<file path="src/rtl/serial_add_ctrl_if.sv">
// Operand/result handshake bundle for the bit-serial adder controller.
interface serial_add_ctrl_if #(
  parameter int unsigned WIDTH = 8
);
  logic             in_valid;
  logic             in_ready;
  logic [WIDTH-1:0] a;
  logic [WIDTH-1:0] b;
  logic             cin;
  logic             out_valid;
  logic             out_ready;
  logic [WIDTH-1:0] sum;
  logic             cout;
  logic             busy;

  modport master (
    output in_valid, a, b, cin, out_ready,
    input  in_ready, out_valid, sum, cout, busy
  );

  modport slave (
    input  in_valid, a, b, cin, out_ready,
    output in_ready, out_valid, sum, cout, busy
  );
endinterface

</file>
<file path="src/rtl/serial_add_ctrl.sv">
// Bit-serial WIDTH-bit adder: one full-adder cell reused LSB-first, carry
// recirculated through a flop, operands in and result out over valid/ready.
module Full_adder (
  input  logic a,
  input  logic b,
  input  logic cin,
  output logic s,
  output logic cout
);
  assign s    = a ^ b ^ cin;
  assign cout = (a & b) | (cin & (a ^ b));
endmodule

module serial_add_ctrl #(
  parameter int unsigned WIDTH = 8
) (
  input  logic            clk,
  input  logic            rst_n,
  serial_add_ctrl_if.slave bus
);
  localparam int unsigned CW = (WIDTH > 1) ? $clog2(WIDTH) : 1;

  typedef enum logic [1:0] {IDLE, RUN, DONE} state_t;

  state_t           r_state;
  state_t           w_state_nxt;
  logic [WIDTH-1:0] r_a_sh;
  logic [WIDTH-1:0] r_b_sh;
  logic [WIDTH-1:0] r_sum_sh;
  logic [WIDTH-1:0] w_sum_sh_nxt;
  logic [WIDTH-1:0] r_sum;
  logic             r_cout;
  logic             r_carry;
  logic [CW-1:0]    r_cnt;
  logic             w_fa_s;
  logic             w_fa_co;
  logic             w_last;

  Full_adder u_fa (
    .a   (r_a_sh[0]),
    .b   (r_b_sh[0]),
    .cin (r_carry),
    .s   (w_fa_s),
    .cout(w_fa_co)
  );

  // Sum bits enter at the MSB so after WIDTH shifts bit 0 holds the LSB.
  generate
    if (WIDTH == 1) begin : g_w1
      assign w_sum_sh_nxt = w_fa_s;
    end else begin : g_wn
      assign w_sum_sh_nxt = {w_fa_s, r_sum_sh[WIDTH-1:1]};
    end
  endgenerate

  assign w_last = (r_cnt == CW'(WIDTH - 1));

  always_ff @(posedge clk or negedge rst_n) begin
    if (!rst_n) begin
      r_state <= IDLE;
    end else begin
      r_state <= w_state_nxt;
    end
  end

  always_comb begin
    w_state_nxt   = r_state;
    bus.in_ready  = 1'b0;
    bus.out_valid = 1'b0;
    bus.busy      = 1'b0;
    unique case (r_state)
      IDLE: begin
        bus.in_ready = rst_n;
        if (bus.in_valid) w_state_nxt = RUN;
      end
      RUN: begin
        bus.busy = 1'b1;
        if (w_last) w_state_nxt = DONE;
      end
      DONE: begin
        bus.out_valid = 1'b1;
        if (bus.out_ready) w_state_nxt = IDLE;
      end
      default: w_state_nxt = IDLE;
    endcase
  end

  always_ff @(posedge clk or negedge rst_n) begin
    if (!rst_n) begin
      r_a_sh   <= '0;
      r_b_sh   <= '0;
      r_sum_sh <= '0;
      r_carry  <= 1'b0;
      r_cnt    <= '0;
      r_sum    <= '0;
      r_cout   <= 1'b0;
    end else begin
      case (r_state)
        IDLE: begin
          if (bus.in_valid) begin
            r_a_sh  <= bus.a;
            r_b_sh  <= bus.b;
            r_carry <= bus.cin;
            r_cnt   <= '0;
          end
        end
        RUN: begin
          r_a_sh   <= r_a_sh >> 1;
          r_b_sh   <= r_b_sh >> 1;
          r_sum_sh <= w_sum_sh_nxt;
          r_carry  <= w_fa_co;
          r_cnt    <= r_cnt + CW'(1);
          if (w_last) begin
            r_sum  <= w_sum_sh_nxt;
            r_cout <= w_fa_co;
          end
        end
        default: ;
      endcase
    end
  end

  assign bus.sum  = r_sum;
  assign bus.cout = r_cout;
endmodule

</file>
<file path="src/flat_wrapper.sv">
// flat-port wrapper written by rule: the top's interface ports become plain ports
module serial_add_ctrl_flat 
#(
  parameter int unsigned WIDTH = 8
)
  (clk, rst_n, bus_in_valid, bus_a, bus_b, bus_cin, bus_out_ready, bus_in_ready, bus_out_valid, bus_sum, bus_cout, bus_busy);
  serial_add_ctrl_if #(.WIDTH(WIDTH)) bus_i ();
  input  logic clk;
  input  logic rst_n;
  input wire logic [$bits(bus_i.in_valid)-1:0] bus_in_valid;
  input wire logic [$bits(bus_i.a)-1:0] bus_a;
  input wire logic [$bits(bus_i.b)-1:0] bus_b;
  input wire logic [$bits(bus_i.cin)-1:0] bus_cin;
  input wire logic [$bits(bus_i.out_ready)-1:0] bus_out_ready;
  output wire logic [$bits(bus_i.in_ready)-1:0] bus_in_ready;
  output wire logic [$bits(bus_i.out_valid)-1:0] bus_out_valid;
  output wire logic [$bits(bus_i.sum)-1:0] bus_sum;
  output wire logic [$bits(bus_i.cout)-1:0] bus_cout;
  output wire logic [$bits(bus_i.busy)-1:0] bus_busy;
  assign bus_i.in_valid = bus_in_valid;
  assign bus_i.a = bus_a;
  assign bus_i.b = bus_b;
  assign bus_i.cin = bus_cin;
  assign bus_i.out_ready = bus_out_ready;
  assign bus_in_ready = bus_i.in_ready;
  assign bus_out_valid = bus_i.out_valid;
  assign bus_sum = bus_i.sum;
  assign bus_cout = bus_i.cout;
  assign bus_busy = bus_i.busy;
  serial_add_ctrl #(.WIDTH(WIDTH)) u_core (.clk(clk), .rst_n(rst_n), .bus(bus_i));
endmodule
</file>
<file path="config.mk">
export PLATFORM = sky130hd
export DESIGN_NAME = serial_add_ctrl_flat
export DESIGN_NICKNAME = d
export VERILOG_FILES = /design/src/rtl/serial_add_ctrl_if.sv /design/src/rtl/serial_add_ctrl.sv /design/src/flat_wrapper.sv
export SDC_FILE = /design/constraint.sdc
export NUM_CORES = 1
export LEC_CHECK = 0
export CORE_MARGIN = 8
export CORE_UTILIZATION = 55
export CTS_BUF_LIST = sky130_fd_sc_hd__clkbuf_8
export CTS_CLUSTER_DIAMETER = 40
export DETAILED_ROUTE_END_ITERATION = 8
export HOLD_SLACK_MARGIN = 0.02
export PLACE_DENSITY = 0.89
export SKIP_CTS_REPAIR_TIMING = 1
export SLEW_MARGIN = 30
export SYNTH_ARGS = -nofsm -noshare
export SYNTH_HDL_FRONTEND = slang
export SYNTH_SLANG_ARGS = --single-unit
</file>
<file path="constraint.sdc">
create_clock -name clk -period 2.4 [get_ports clk]
set_clock_uncertainty 0.05 [all_clocks]
set_input_delay 0.48 -clock clk [delete_from_list [all_inputs] [get_ports clk]]
set_output_delay 0.48 -clock clk [all_outputs]
set_load 0.005 [all_outputs]
</file>
==> results of run 1 <==
==> cell families (layout without fill, tap and decap cells) <==
group / after synthesis / count (layout) / share of synthesized area
muxes: 10 / 10 / 0.0832
buffers and inverters: 15 / 48 / 0.0509
DFF: 38 / 38 / 0.545
and+or+nand+nor: 62 / 62 / 0.170
AOI/OAI and AO/OA: 32 / 32 / 0.125
adders and majority gates: 3 / 3 / 0.0258
==> flip-flops by register name, summed over array words and instances (netlist names) <==
register	flops
u_core.r_carry	1
u_core.r_b_sh	8
u_core.bus.sum	8
u_core.r_cnt	3
u_core.r_sum_sh	7
u_core.bus.cout	1
u_core.r_a_sh	8
u_core.r_state	2
==> layout make-up <==
type	instances	area, sq um
flip-flops and latches	38	951
fillers	222	838
multi-input cells	107	706
repair buffers	37	353
clock buffers	5	68.8
well taps	44	55.1
clock inverters	3	40.0
inverters	3	16.3
==> worst paths after layout <==
kind | start | to | cells past startpoint
setup / recovery | u_core.r_state[1]$_DFFE_PN0P_ | bus_busy | 3
hold / removal | rst_n | u_core.r_a_sh[5]$_DFFE_PN0P_ | 2
setup reg to reg | u_core.r_state[1]$_DFFE_PN0P_ | u_core.r_a_sh[0]$_DFFE_PN0P_ | 3
hold reg to reg | u_core.r_sum_sh[1]$_DFFE_PN0P_ | u_core.r_sum_sh[1]$_DFFE_PN0P_ | 2
max in group asynchronous | rst_n | u_core.r_sum_sh[4]$_DFFE_PN0P_ | 2
min in group clk | u_core.r_sum_sh[1]$_DFFE_PN0P_ | u_core.r_sum_sh[1]$_DFFE_PN0P_ | 2
==> worst max-delay path: cells and delay by family, from the launching register on <==
| family | cells | cell delay [ns] |
|---|---|---|
| buffers and inverters | 2 | 0.64 |
| DFF | 1 | 0.48 |
| and+or+nand+nor | 1 | 0.20 |
==> metrics by stage <==
| step | std cells | hold slack [ns] | utilization | setup slack, ns | cell area (sq um) |
|---|---|---|---|---|---|
| finish | 237 | 0.219 | 0.723 | 0.265 | 2190 |
| global route | 237 | 0.259 | 0.723 | 0.156 | 2190 |
| CTS | 237 | 0.225 | 0.723 | 0.254 | 2190 |
| detailed placement | 229 | 0.429 | 0.687 | 0.304 | 2080 |
| global placement | 229 | 0.408 | 0.687 | 0.464 | 2080 |
| floorplan | 160 | 0.134 | - | 0.894 | 1750 |
==> layer usage <==
layer | global-route usage | routed length, um | up-vias
li1 | - | - | 638
met1 | 0.186 | 1690 | 654
met2 | 0.266 | 1990 | 40
met3 | 0.0455 | 229 | 2
met4 | 0.0748 | 16 | 0
met5 | 0 | 0 | -
==> synthesized netlist by cell type <==
master | n | area (sq um)
o21ai_0 | 6 | 30.0
ha_1 | 2 | 25.0
a22o_1 | 2 | 17.5
clkinv_1 | 1 | 3.75
dfrtp_1 | 38 | 951
nor3_1 | 21 | 105
nor3b_1 | 1 | 7.51
o32ai_1 | 8 | 70.1
buf_6 | 2 | 22.5
nor2_1 | 11 | 41.3
inv_1 | 1 | 3.75
o31ai_1 | 1 | 7.51
buf_2 | 7 | 35.0
nand2b_4 | 1 | 13.8
nor2b_1 | 1 | 6.26
clkbuf_1 | 2 | 7.51
inv_6 | 1 | 8.76
o22ai_1 | 15 | 93.8
or2_2 | 1 | 6.26
mux2i_1 | 1 | 10.0
buf_4 | 1 | 7.51
nand2_1 | 24 | 90.1
nand2b_1 | 1 | 6.26
mux2_4 | 9 | 135
nand2_8 | 1 | 20.0
fa_1 | 1 | 20.0
==> report_power, final <==
part	switching, uW	leakage (uW)	internal [uW]
clock network	221	0.0000579	306
logic	519	0.000447	573
registers	236	0.000461	940
==> metrics.log, run 1 <==
INFO  metric diodes = 0
INFO  metric endpoint_kind_of_the_worst_setup_timing_path = output pin
INFO  metric clk_path_buf_depth = 2
INFO  metric synth-seq-cells = 38
INFO  metric dpl.hpwl = 2810 um
INFO  metric top_level_ports = 33
INFO  metric crit_path_cell_trace = nand2b_4 > inv_6 > clkdlybuf4s50_1
INFO  metric synth_cell_types = 26
INFO  metric postSynthCellCount = between 150 and 200
INFO  metric setup.worst_path.start_class = register
INFO  metric tritoncts = built
INFO  metric clock_sinks = 38
INFO  metric hold_class = input pin to async pin
INFO  metric power.static_leakage = around 0.00097 uW
INFO  metric vias_per_cell = 5.63
INFO  metric criticalPathCategory = register to output pin
INFO  metric count_of_final_max_slew_check_failures = 0
INFO  metric totalWireLength = a little under 4000 um
INFO  metric drt_pass1_iterations = 4
INFO  metric fp.dieArea = about 0.0052 sq mm
INFO  metric worst_slew_margin_rel = 0.618
INFO  metric ant_nets = 0
INFO  metric cts_root_buffer = clkbuf_8
INFO  metric placeable_core_region = 0.00303 sq mm
INFO  metric timing_worst_slew_pin_value = 0.573 ns
INFO  metric die_height = 72.3 um
INFO  metric gp_congestion = slightly below 0.8
INFO  metric finalCritPeriodShare = 0.890
INFO  metric yosysSeqAreaShare = 0.545
INFO  metric detail_route.drc_violations = 0
INFO  metric tritoncts.num_buffers = 5
INFO  metric gr-usage-all-layers = 0.160
INFO  metric power.density = 1280 mW/mm^2
INFO  metric die_width = 72.3 um
INFO  metric dr_wl_cell = 16.5 um
INFO  metric share_of_post_route_cells_with_drive_strength_above_1 = 0.140
INFO  metric finalNetCount = ~220
INFO  metric final-setup-viol-count = 0
INFO  metric reg2reg_slack = around 0.81 ns
INFO  metric max_cap_viols = 0
INFO  metric worst_ep_arrival_time = roughly 1.6 ns
INFO  metric grt_pass1_vias = approximately 1.4k
INFO  metric detail_route.iter0.violations = 98
INFO  metric clock_insertion_delay_worst_skew = 0.29 ns
INFO  metric grt_start_max_net_pins = 39
INFO  metric critical-path-slowest-cell = clkdlybuf4s50_1
INFO  metric clkTransAtPathRegs = 0.08 ns
INFO  metric hold_viol_final = 0
INFO  metric synth.avg_cell_area = 10.9 sq um
INFO  metric num_rows = 20
INFO  metric mappedNetlistArea = 0.00175 sq mm
INFO  metric totalNegativeSetupSlack = 0 ns
INFO  metric placement.io_buffers = 32
INFO  metric worst_ep_required_time = 1.87 ns
INFO  metric initial_utilization = 0.576
INFO  metric most_common_library_cell_in_the_layout_ignoring_fill_and_taps = dfrtp_1
INFO  metric grt_setup_unrepaired = no
INFO  metric irDropWorstVdd = 516 uV
INFO  metric yosysWarningCount = 0
INFO  metric synthToLayoutAreaGrowth = 25.4%
INFO  metric grt_antenna_before_repair = 0
INFO  metric outcome = complete, no violations
INFO  metric cp_max_fo = 11
INFO  metric layout.cells.most_common_list = 38 x dfrtp_1, 31 x clkdlybuf4s50_1, 24 x nand2_1, 21 x nor3_1, 15 x o22ai_1
INFO  metric worst_path_largest_cell_delay = 0.52 ns
INFO  metric syn-num-nets = 184
INFO  metric finalPower = 2790 uW
INFO  metric period_minus_ws_final = 2.14 ns
INFO  metric vias = 1334
INFO  metric globalRoute.totalOverflow = 0
INFO  metric fmax = 468 MHz
INFO  metric grt_first_pass_wirelength = 6600 um
INFO  metric htreeDepth = 2
Power figures use the tool's default switching activity.
==> run 2: changes to the inputs <==
--- a/config.mk
+++ b/config.mk
@@ -5,6 +5,7 @@
 export SDC_FILE = /design/constraint.sdc
 export NUM_CORES = 1
 export LEC_CHECK = 0
+export CAP_MARGIN = 20
 export CORE_MARGIN = 8
 export CORE_UTILIZATION = 55
 export CTS_BUF_LIST = sky130_fd_sc_hd__clkbuf_8
==> results of run 2 <==
Final layout, timing and power as in run 1 (identical DEF).
